`config.mk`:
```
export PLATFORM = sky130hd
export DESIGN_NAME = gpr_writeback
export DESIGN_NICKNAME = d
export VERILOG_FILES = /design/src/rtl/gpr_writeback.sv
export SDC_FILE = /design/constraint.sdc
export NUM_CORES = 1
export LEC_CHECK = 0
export CAP_MARGIN = 20
export CORE_MARGIN = 2
export CORE_UTILIZATION = 40
export DETAILED_ROUTE_END_ITERATION = 10
export PLACE_DENSITY = 0.67
export SLEW_MARGIN = 20
export SYNTH_ARGS = -nofsm -noshare
export SYNTH_HDL_FRONTEND = slang
export SYNTH_SLANG_ARGS = --single-unit
```
`constraint.sdc`:
```
create_clock -name clk -period 3.6 [get_ports clk]
set_input_delay 0.54 -clock clk [delete_from_list [all_inputs] [get_ports clk]]
set_output_delay 0.54 -clock clk [all_outputs]
set_load 0.005 [all_outputs]
```
`src/rtl/gpr_writeback.sv`:
```
// Writeback stage feeding the GPR write port: merges ALU and load results,
// buffers colliding loads in order, and tracks pending destinations for decode.
module gpr_writeback #(
    parameter int DATA_W   = 16,
    parameter int ADDR_W   = 3,
    parameter int NUM_REGS = 8,
    parameter int LD_DEPTH = 2
) (
    input  logic                clk,
    input  logic                rst,
    input  logic                alu_valid,
    input  logic [ADDR_W-1:0]   alu_dest,
    input  logic [DATA_W-1:0]   alu_data,
    input  logic                ld_valid,
    output logic                ld_ready,
    input  logic [ADDR_W-1:0]   ld_dest,
    input  logic [DATA_W-1:0]   ld_data,
    input  logic                issue_valid,
    input  logic [ADDR_W-1:0]   issue_dest,
    input  logic [ADDR_W-1:0]   reg_read_addr_1,
    input  logic [ADDR_W-1:0]   reg_read_addr_2,
    output logic                rd_busy_1,
    output logic                rd_busy_2,
    output logic [NUM_REGS-1:0] busy_vec,
    output logic                reg_write_en,
    output logic [ADDR_W-1:0]   reg_write_dest,
    output logic [DATA_W-1:0]   reg_write_data
);

    localparam int PTR_W = (LD_DEPTH > 1) ? $clog2(LD_DEPTH) : 1;
    localparam logic [PTR_W:0] FULL_COUNT = (PTR_W + 1)'(LD_DEPTH);

    logic [DATA_W-1:0] fifo_data [LD_DEPTH];
    logic [ADDR_W-1:0] fifo_dest [LD_DEPTH];
    logic [PTR_W-1:0]  wr_ptr;
    logic [PTR_W-1:0]  rd_ptr;
    logic [PTR_W:0]    count;

    logic              ld_accept;
    logic              push;
    logic              pop;
    logic              sel_en_p0;
    logic [ADDR_W-1:0] sel_dest_p0;
    logic [DATA_W-1:0] sel_data_p0;
    logic [NUM_REGS-1:0] busy_next;

    assign ld_ready  = !rst && (count < FULL_COUNT);
    assign ld_accept = ld_valid && ld_ready;

    // Stage p0: pick this cycle's result; ALU first, then buffered loads, then bypass
    always_comb begin
        push        = 1'b0;
        pop         = 1'b0;
        sel_en_p0   = 1'b0;
        sel_dest_p0 = alu_dest;
        sel_data_p0 = alu_data;
        if (alu_valid) begin
            sel_en_p0 = 1'b1;
            push      = ld_accept;
        end else if (count != '0) begin
            sel_en_p0   = 1'b1;
            sel_dest_p0 = fifo_dest[rd_ptr];
            sel_data_p0 = fifo_data[rd_ptr];
            pop         = 1'b1;
            push        = ld_accept;
        end else if (ld_accept) begin
            sel_en_p0   = 1'b1;
            sel_dest_p0 = ld_dest;
            sel_data_p0 = ld_data;
        end
    end

    always_ff @(posedge clk) begin
        if (push) begin
            fifo_data[wr_ptr] <= ld_data;
            fifo_dest[wr_ptr] <= ld_dest;
        end
    end

    always_ff @(posedge clk) begin
        if (rst) begin
            wr_ptr <= '0;
            rd_ptr <= '0;
            count  <= '0;
        end else begin
            if (push) wr_ptr <= wr_ptr + 1'b1;
            if (pop)  rd_ptr <= rd_ptr + 1'b1;
            if (push && !pop)      count <= count + 1'b1;
            else if (pop && !push) count <= count - 1'b1;
        end
    end

    // Stage p1: registered write port; dest/data hold when nothing is selected
    always_ff @(posedge clk) begin
        if (rst) begin
            reg_write_en   <= 1'b0;
            reg_write_dest <= '0;
            reg_write_data <= '0;
        end else begin
            reg_write_en <= sel_en_p0;
            if (sel_en_p0) begin
                reg_write_dest <= sel_dest_p0;
                reg_write_data <= sel_data_p0;
            end
        end
    end

    // Clear follows the GPR commit by one edge; a same-edge set overrides it
    always_comb begin
        busy_next = busy_vec;
        if (reg_write_en) busy_next[reg_write_dest] = 1'b0;
        if (issue_valid)  busy_next[issue_dest]     = 1'b1;
    end

    always_ff @(posedge clk) begin
        if (rst) busy_vec <= '0;
        else     busy_vec <= busy_next;
    end

    assign rd_busy_1 = busy_vec[reg_read_addr_1];
    assign rd_busy_2 = busy_vec[reg_read_addr_2];

endmodule

```
==> results of run 1 <==
==> logic make-up after synthesis <==
logic type / after synthesis / share of synthesized area, %
xor+xnor: 2 / 0.5262
buf+inv: 19 / 4.773
mux: 26 / 9.395
flops: 71 / 54.11
compound gates: 79 / 18.15
simple gates: 65 / 13.04
==> Yosys cell counts <==
| cell | n |
|---|---|
| or2_1 | 1 |
| a2111oi_2 | 8 |
| nor4_1 | 2 |
| buf_2 | 4 |
| buf_12 | 1 |
| nor4b_1 | 2 |
| nor2_1 | 8 |
| a2111oi_1 | 1 |
| mux2_2 | 2 |
| a22o_1 | 10 |
| a21o_1 | 9 |
| buf_6 | 7 |
| nand2_1 | 6 |
| o21ai_1 | 1 |
| dfxtp_1 | 33 |
| and2b_4 | 8 |
| o21ai_0 | 7 |
| xor2_1 | 1 |
| nand4_1 | 1 |
| buf_1 | 1 |
| o21bai_2 | 1 |
| nand2b_1 | 5 |
| clkbuf_1 | 3 |
| nor2b_2 | 1 |
| a22oi_1 | 1 |
| nor2b_1 | 17 |
| a21oi_1 | 19 |
| o31ai_1 | 2 |
| mux2i_1 | 20 |
| mux4_2 | 4 |
| or3_1 | 1 |
| nand3_1 | 4 |
| xnor2_1 | 1 |
| and2b_2 | 8 |
| inv_2 | 1 |
| clkbuf_4 | 1 |
| a211oi_1 | 20 |
| clkbuf_8 | 1 |
| edfxtp_1 | 38 |
| nor3_4 | 1 |
==> power groups by stage <==
stage               logic, W  clock network, W  registers, W
floorplan           0.000166                 0      0.000934
global placement    0.000295                 0      0.000944
detailed placement  0.000301                 0      0.000945
CTS                 0.000302          0.000688      0.000927
global route        0.000328          0.000721      0.000932
finish              0.000298          0.000677      0.000927
==> metal layers <==
layer	vias to the layer above	part of all wire (%)	GRT usage (%)
met4	0	0.99	5.314
met5	-	0	0
met2	72	49	28.11
met1	1162	44	21.19
met3	6	5.9	3.636
li1	1173	-	-
==> sequential cells by signal, indices dropped and copies added (netlist names), named ones only <==
signal          flops
busy_vec            8
reg_write_en        1
reg_write_data     16
fifo_data          32
rd_ptr              1
reg_write_dest      3
fifo_dest           6
count               2
wr_ptr              1
==> stage by stage <==
stage	hold slack [ns]	power, W	area (um^2)
finish	0.4558	0.001902	4424
CTS	0.4623	0.001917	4424
floorplan	0.4511	0.001099	3329
global placement	0.4381	0.001240	4207
global route	0.4753	0.001980	4424
detailed placement	0.4449	0.001247	4207
==> area by class of cell <==
cell class / count / area [um^2]
inverter: 1 / 3.754
multi-input combinational: 172 / 1381
clock buffer: 12 / 166.4
fill: 690 / 3710
timing repair buffer: 91 / 888.4
tap: 105 / 131.4
sequential: 71 / 1802
clock inverter: 4 / 51.30
==> final timing paths <==
kind	endpoint	slack (ns)	cells past startpoint	from
min	reg_write_data[7]	0.46	1	reg_write_data[7]
min reg2reg	reg_write_data[7]	0.46	1	reg_write_data[7]
max	rd_busy_2	0.77	4	reg_read_addr_2[0]
max reg2reg	reg_write_data[12]	1.69	5	register
==> results.py, run 1 <==
metrics = {
    "status": {
        "outcome": "complete, no violations",
    },
    "cells_and_area": {
        "areaGrowthSynthToFinish_pct": 32.88,
        "drive_gt1_share_pct": 17.09,
        "finalNonFillerCells": 456,
        "final_util_pct": 54.39,
        "final_common_cell": "clkdlybuf4s50_1",
        "layout.nets": 398,
        "n_antenna_cell": 0,
        "final_cell_mix": "clkdlybuf4s50_1, edfxtp_1, dfxtp_1",
    },
    "yosys": {
        "synthTopCellsByArea": "edfxtp_1, dfxtp_1, mux2i_1",
        "synth_top_area_share_pct": 34.27,
        "synthDistinctLibCells": 40,
        "seq_area_frac_synth_pct": 54.11,
        "yosysWarnings": 0,
        "syn_nets": 314,
        "synth_area_um2": 3329,
        "ys_ff_latch": 71,
        "syn_inst": 262,
        "synth.avg_cell_area_um2": 12.71,
        "yosysTopAreaCell": "edfxtp_1",
    },
    "timing": {
        "relSlewSlack_pct": 36.48,
        "fin_worst_skew_ns": 0.01214,
        "fin_crit_sh_pct": 78.52,
        "period_needed_ns": 2.827,
        "slew_viol_final": 0,
        "rsz0062_at_grt": "false",
        "clock.fmax_mhz": 353.8,
        "setup-tns-final_ns": 0,
        "finalSetupViolCount": 0,
        "setup_ws_ns": 0.7732,
        "tightest_slew_ns": 0.9515,
        "hold_viol": 0,
    },
    "grt": {
        "grt_antenna_before_repair": 0,
        "grt_start_max_net_pins": 30,
        "grt_pass1_vias": 2344,
        "grt_pass1_wl_um": 11470,
        "grtUsageTotal_pct": 16.62,
        "grt_overflow_total": 0,
    },
    "routing": {
        "vias": 2413,
        "drc": 0,
        "first_pass_iters": 4,
        "initialDrtViolationCount": 129,
        "wl_um": 7196,
        "drtAntennaViolNets": 0,
        "viasPerCell": 5.292,
        "wl_per_cell_um": 15.78,
    },
    "placed_design": {
        "place.gp.congestion": 0.8133,
        "place_hpwl_um": 4975,
        "place_ws_ns": 0.7687,
        "port_buffers": 82,
        "dp.cells": 440,
    },
    "critical_path": {
        "crit_path_start_kind": "input port",
        "critPathMostFrequentCell": "clkdlybuf4s50_1",
        "path_buf_inv": 2,
        "end_kind": "output port",
        "critical_path.top_delay_family": "buffers and inverters",
        "crit_chain": "clkdlybuf4s50_1, mux4_2, mux2_2, clkdlybuf4s50_1",
        "critPathRequiredTime_ns": 3.06,
        "crit_type": "input port to output port",
        "critPathMaxStageDelay_ns": 0.53,
        "crit_path_max_fanout": 2,
        "slowest_stage": "clkdlybuf4s50_1",
        "arrival_ns": 2.29,
    },
    "floorplan": {
        "die_h_um": 95.24,
        "floorplan.die_area_um2": 9070,
        "die_w_um": 95.24,
        "rows": 33,
        "core_area_um2": 8134,
        "start_util_pct": 40.93,
        "io_pins": 83,
    },
    "pwr": {
        "powerDensity_nw_per_um2": 429.8,
        "p_int_w": 0.001453,
        "comb_power_share_pct": 15.7,
        "p_clk_share_pct": 35.6,
        "p_switching_w": 0.0004483,
        "irDropWorstVdd_mv": 0.2197,
        "p_sw_share_pct": 23.57,
        "p_leak_nw": 1.620,
        "pwr-share-seq_pct": 48.7,
    },
    "clock_tree": {
        "clock-sinks": 71,
        "clock_path_buffers": 2,
        "clockRootBuffer": "clkbuf_8",
        "cts_resized": 0,
        "clk_latency_ns": 0.34,
        "cts_inserted_buffers": 9,
        "clkSlewWorstSetupHoldPaths_ns": 0.08,
        "htreeDepth": 3,
        "ctsHoldBuffers": 0,
        "cts_tree": "built",
        "post_cts_buffers": 0,
    },
    "min_path": {
        "hold_class": "register to register",
    },
    "flow_run": {
        "drv_cap": 0,
    },
}
No activity file was read; power rests on OpenSTA's default activity.
==> run 2: changes to the inputs <==
==> constraint.sdc (replaced) <==
create_clock -name clk -period 2.8 [get_ports clk]
set_input_delay 0.42 -clock clk [delete_from_list [all_inputs] [get_ports clk]]
set_output_delay 0.42 -clock clk [all_outputs]
set_load 0.005 [all_outputs]
==> run 2 against run 1 <==
Against the previous run: clock power increased by 13%; critical path depth unchanged; clock skew increased by 0.0024 ns; via count decreased by 0.33%; setup slack got worse by 0.55 ns; combinational power increased by 33%; register-to-register slack got worse by 0.92 ns; sequential power increased by 28%; routed wire length increased by 1.3%; sequential share of layout area decreased by 0.27 points; clock-buffer cell count decreased by 1; non-clock buffer count increased by 5.
==> results.py, run 2 (synthesis gave the netlist of run 1 again) <==
metrics = {
    "status": {
        "outcome": "complete, no violations",
    },
    "critical_path": {
        "r2r_end": "reg_write_data[10]",
        "ff2ff_setup_slack_ns": 0.77,
        "crit_path_start_kind": "input port",
        "r2r_cells": 5,
        "crit_type": "input port to output port",
        "slowest_stage": "clkdlybuf4s50_1",
        "critPathRequiredTime_ns": 2.38,
        "critPathMostFrequentCell": "clkdlybuf4s50_1",
        "end_kind": "output port",
        "r2r_start": "count[1]",
        "arrival_ns": 2.16,
        "crit_path_max_fanout": 2,
        "critPathMaxStageDelay_ns": 0.52,
        "crit_chain": "clkdlybuf4s50_1, mux4_2, mux2_2, clkdlybuf4s50_1",
        "path_buf_inv": 2,
        "critical_path.top_delay_family": "buffers and inverters",
    },
    "timing": {
        "slew_viol_final": 0,
        "fin_crit_sh_pct": 92.19,
        "rsz0062_at_grt": "false",
        "fin_worst_skew_ns": 0.01456,
        "setup_ws_ns": 0.2187,
        "relSlewSlack_pct": 46.06,
        "clock.fmax_mhz": 387.4,
        "tightest_slew_ns": 0.8074,
        "setup-tns-final_ns": 0,
        "finalSetupViolCount": 0,
        "period_needed_ns": 2.581,
        "hold_viol": 0,
    },
    "cells_and_area": {
        "largest_register_ffs": 32,
        "regMostFlops": "fifo_data",
        "drive_gt1_share_pct": 18.26,
        "final_area_um2": 4454,
        "n_antenna_cell": 0,
        "final_common_cell": "clkdlybuf4s50_1",
        "layout.nets": 403,
        "final_cell_mix": "clkdlybuf4s50_1, edfxtp_1, dfxtp_1",
        "areaGrowthSynthToFinish_pct": 33.78,
        "reg_top3": "fifo_data (32), reg_write_data (16), busy_vec (8)",
    },
    "floorplan": {
        "core_area_um2": 8134,
        "floorplan.die_area_um2": 9070,
        "start_util_pct": 40.93,
        "io_pins": 83,
        "rows": 33,
        "die_h_um": 95.24,
        "die_w_um": 95.24,
    },
    "clock_tree": {
        "ctsHoldBuffers": 0,
        "cts_inserted_buffers": 9,
        "clk_latency_ns": 0.35,
        "clockRootBuffer": "clkbuf_8",
        "htreeDepth": 3,
        "clock_path_buffers": 2,
        "cts_tree": "built",
        "clkSlewWorstSetupHoldPaths_ns": 0.06,
        "clock-sinks": 71,
        "post_cts_buffers": 0,
        "cts_resized": 0,
    },
    "routing": {
        "drc": 0,
        "wl_per_cell_um": 15.82,
        "vias": 2405,
        "viasPerCell": 5.217,
        "first_pass_iters": 4,
        "wl_um": 7292,
        "initialDrtViolationCount": 53,
        "drtAntennaViolNets": 0,
    },
    "placed_design": {
        "place_ws_ns": 0.1984,
        "place_hpwl_um": 5247,
        "placed_area_um2": 4254,
        "place.gp.congestion": 0.7629,
        "port_buffers": 82,
    },
    "grt": {
        "grt_pass1_vias": 2373,
        "grt_overflow_total": 0,
        "grt_antenna_before_repair": 0,
        "grt_start_max_net_pins": 32,
        "grt_pass1_wl_um": 11620,
        "grtUsageTotal_pct": 17.10,
    },
    "min_path": {
        "hold_class": "register to register",
        "worstHoldStart": "reg_write_data[5]",
        "whs_path_depth": 1,
        "holdPathEnd": "reg_write_data[5]",
    },
    "pwr": {
        "p_leak_nw": 1.642,
        "powerDensity_nw_per_um2": 527.3,
        "irDropWorstVdd_mv": 0.2513,
    },
    "flow_run": {
        "drv_cap": 0,
    },
}
## run 2: changes by cell type in the layout (fill, tap and decap cells not counted), sizes merged
| cell | before | now |
|---|---|---|
| buf | 9 | 14 |
| clkinv | 0 | 5 |
| clkinvlp | 2 | 0 |
| bufinv | 1 | 0 |
| clkbuf | 12 | 11 |
| inv | 2 | 1 |
## run 2: worst reg2reg max path, delay by kind of cell, from the launching register on
kind / cells / cell delay, ns
compound gates: 3 / 0.56
buf+inv: 1 / 0.27
flops: 1 / 0.75
simple gates: 1 / 0.35
## run 2: per-layer routing
| metal | vias up | global-route usage, % | share of wire, % |
|---|---|---|---|
| li1 | 1185 | - | - |
| met1 | 1153 | 21.20 | 44 |
| met2 | 55 | 28.35 | 49 |
| met3 | 12 | 3.636 | 4.6 |
| met4 | 0 | 8.213 | 2.1 |
| met5 | - | 0 | 0 |
## run 2: worst max path at each step
stage                     cells after the start          startpoint  slack (ns)              end
after floorplan                               3           alu_valid        0.60  fifo_data[1][0]
after detailed placement                      4  reg_read_addr_2[0]        0.20        rd_busy_2
after global placement                        4  reg_read_addr_2[0]        0.23        rd_busy_2
after CTS                                     4  reg_read_addr_2[0]        0.20        rd_busy_2
after global routing                          4  reg_read_addr_1[0]        0.16        rd_busy_1
final                                         4  reg_read_addr_2[0]        0.22        rd_busy_2
## run 2: stage by stage
stage / cells / hold WS [ns] / power (W) / util [%]
after global placement: 444 / 0.4355 / 0.001603 / 52.30
after floorplan: 262 / 0.4511 / 0.001415 / -
after global routing: 461 / 0.4778 / 0.002446 / 54.76
after CTS: 460 / 0.4598 / 0.002375 / 54.58
after detailed placement: 444 / 0.4416 / 0.001611 / 52.30
final: 461 / 0.4547 / 0.002349 / 54.76
## run 2: where the power goes
group	leakage, nW	total [W]	internal, W	switching [W]
registers	0.618	0.00119	0.00115	0.0000396
logic	0.925	0.000397	0.000237	0.000161
clock network	0.0982	0.000762	0.000374	0.000388
total	1.64	0.00235	0.00176	0.000588
## run 2: cell type report
class / count / area (um^2)
clock buffers: 11 / 152.6
well taps: 105 / 131.4
repair buffers: 96 / 933.4
inverters: 1 / 3.754
fillers: 722 / 3680
multi-input cells: 172 / 1399
clock inverters: 5 / 32.53
flip-flops and latches: 71 / 1802
==> run 3: changes to the inputs <==
--- a/config.mk
+++ b/config.mk
@@ -10,7 +10,7 @@
 export CORE_UTILIZATION = 40
 export DETAILED_ROUTE_END_ITERATION = 10
 export PLACE_DENSITY = 0.67
-export SLEW_MARGIN = 20
+export SLEW_MARGIN = 40
 export SYNTH_ARGS = -nofsm -noshare
 export SYNTH_HDL_FRONTEND = slang
 export SYNTH_SLANG_ARGS = --single-unit
==> run 3 against run 2 <==
Against the previous run: combinational power decreased by 2%; largest cell class unchanged; via count is 0.37% lower; sequential power about the same; critical endpoint unchanged; clock-buffer cell count grew 1; critical path depth did not move; register-to-register slack barely moved; routed wire length down 0.48%.
==> results.py, run 3 (synthesis gave the netlist of run 1 again) <==
metrics = {
    "cells_and_area": {
        "largest_register_ffs": 32,
        "final_cell_mix": "clkdlybuf4s50_1, edfxtp_1, dfxtp_1",
        "final_common_cell": "clkdlybuf4s50_1",
        "regMostFlops": "fifo_data",
        "drive_gt1_share_pct": 18.59,
        "seqCellArea_um2": 1803,
        "multi_input_area_um2": 1401,
        "layout.nets": 402,
        "fillers": 707,
        "areaGrowthSynthToFinish_pct": 33.97,
        "reg_top3": "fifo_data (32), reg_write_data (16), busy_vec (8)",
        "n_antenna_cell": 0,
    },
    "critical_path": {
        "critPathMaxStageDelay_ns": 0.52,
        "ff2ff_setup_slack_ns": 0.78,
        "path_buf_inv": 2,
        "crit_path_max_fanout": 2,
        "end_kind": "output port",
        "critical_path.top_delay_family": "buffers and inverters",
        "crit_chain": "clkdlybuf4s50_1, mux4_2, mux2_2, clkdlybuf4s50_1",
        "r2r_start": "count[1]",
        "r2r_cells": 5,
        "crit_start": "reg_read_addr_2[0]",
        "crit_type": "input port to output port",
        "critPathRequiredTime_ns": 2.38,
        "slowest_stage": "clkdlybuf4s50_1",
        "arrival_ns": 2.17,
        "r2r_end": "reg_write_data[11]",
        "critPathMostFrequentCell": "clkdlybuf4s50_1",
        "crit_path_start_kind": "input port",
    },
    "routing": {
        "first_pass_iters": 4,
        "vias": 2396,
        "drtAntennaViolNets": 0,
        "wl_um": 7257,
        "drc": 0,
        "wl_per_cell_um": 15.78,
        "initialDrtViolationCount": 88,
        "viasPerCell": 5.209,
    },
    "pwr": {
        "p_leak_nw": 1.644,
        "irDropWorstVdd_mv": 0.3830,
        "powerDensity_nw_per_um2": 538.5,
    },
    "clock_tree": {
        "cts_resized": 0,
        "cts_tree": "built",
        "clockRootBuffer": "clkbuf_8",
        "ctsHoldBuffers": 0,
        "cts_inserted_buffers": 9,
        "clock_path_buffers": 2,
        "post_cts_buffers": 0,
        "htreeDepth": 3,
        "clkSlewWorstSetupHoldPaths_ns": 0.07,
        "clock-sinks": 71,
        "clk_latency_ns": 0.35,
    },
    "status": {
        "outcome": "complete, no violations",
    },
    "timing": {
        "tightest_slew_ns": 0.8027,
        "setup_ws_ns": 0.2071,
        "hold_viol": 0,
        "relSlewSlack_pct": 46.37,
        "clock.fmax_mhz": 385.7,
        "finalSetupViolCount": 0,
        "fin_crit_sh_pct": 92.60,
        "slew_viol_final": 0,
        "fin_worst_skew_ns": 0.01403,
        "rsz0062_at_grt": "false",
        "period_needed_ns": 2.593,
        "hold_slack_ns": 0.4535,
        "setup-tns-final_ns": 0,
    },
    "placed_design": {
        "place_hpwl_um": 5248,
        "place.gp.congestion": 0.7629,
        "port_buffers": 82,
        "place_ws_ns": 0.2026,
    },
    "grt": {
        "grt_pass1_wl_um": 11520,
        "grt_overflow_total": 0,
        "grt_antenna_before_repair": 0,
        "grt_start_max_net_pins": 32,
        "grt_pass1_vias": 2317,
        "grtUsageTotal_pct": 16.97,
    },
    "floorplan": {
        "floorplan.die_area_um2": 9070,
        "rows": 33,
        "start_util_pct": 40.93,
        "io_pins": 83,
        "core_area_um2": 8134,
        "die_w_um": 95.24,
        "die_h_um": 95.24,
    },
    "min_path": {
        "worstHoldStart": "reg_write_data[9]",
        "holdPathEnd": "reg_write_data[9]",
        "whs_path_depth": 1,
        "hold_class": "register to register",
    },
    "flow_run": {
        "drv_cap": 0,
    },
}
## run 3: changes by cell type in the layout (fill, tap and decap cells not counted)
| cell | delta |
|---|---|
| inv_4 | +1 |
| clkbuf_16 | +1 |
| buf_8 | -1 |
| dfxtp_2 | +1 |
| nor2_2 | +1 |
| dfxtp_1 | -1 |
| clkinv_2 | -1 |
| nor2_1 | -1 |
| clkinv_4 | -1 |
## run 3: layout make-up
type                    instances  area share (%)
inverters                       1         0.08415
multi-input cells             172           31.42
flip-flops and latches         71           40.42
repair buffers                 95           20.59
clock inverters                 4          0.5610
well taps                     105           2.945
clock buffers                  12           3.983
## run 3: worst max-delay path by stage
stage                      end  cells past startpoint  slack [ns]
5_1_grt              rd_busy_1                      4        0.16
2_1_floorplan  fifo_data[1][0]                      3        0.60
3_5_place_dp         rd_busy_2                      4        0.20
4_1_cts              rd_busy_2                      4        0.20
3_3_place_gp         rd_busy_2                      4        0.23
6_report             rd_busy_2                      4        0.21
## run 3: routing by layer
layer	vias to the layer above	GRT usage, %	share of wire [%]
met3	12	3.557	3.8
met1	1153	22.02	46
met4	0	8.213	2.0
met2	54	27.00	48
li1	1177	-	-
met5	-	0	0
## run 3: stage by stage
stage | util (%) | power (W) | area (um^2) | std cells
2_1_floorplan | - | 0.001415 | 3342 | 262
3_3_place_gp | 52.30 | 0.001603 | 4254 | 444
3_5_place_dp | 52.32 | 0.001611 | 4255 | 444
4_1_cts | 54.81 | 0.002430 | 4458 | 460
5_1_grt | 54.84 | 0.002508 | 4461 | 460
6_report | 54.84 | 0.002402 | 4461 | 460
## run 3: power breakdown
part | internal (W) | switching, W | leakage (nW) | total, W
combinational | 0.000234 | 0.000156 | 0.918 | 0.000390
clock | 0.000429 | 0.000389 | 0.107 | 0.000818
sequential | 0.00115 | 0.0000439 | 0.619 | 0.00119
total | 0.00181 | 0.000589 | 1.64 | 0.00240
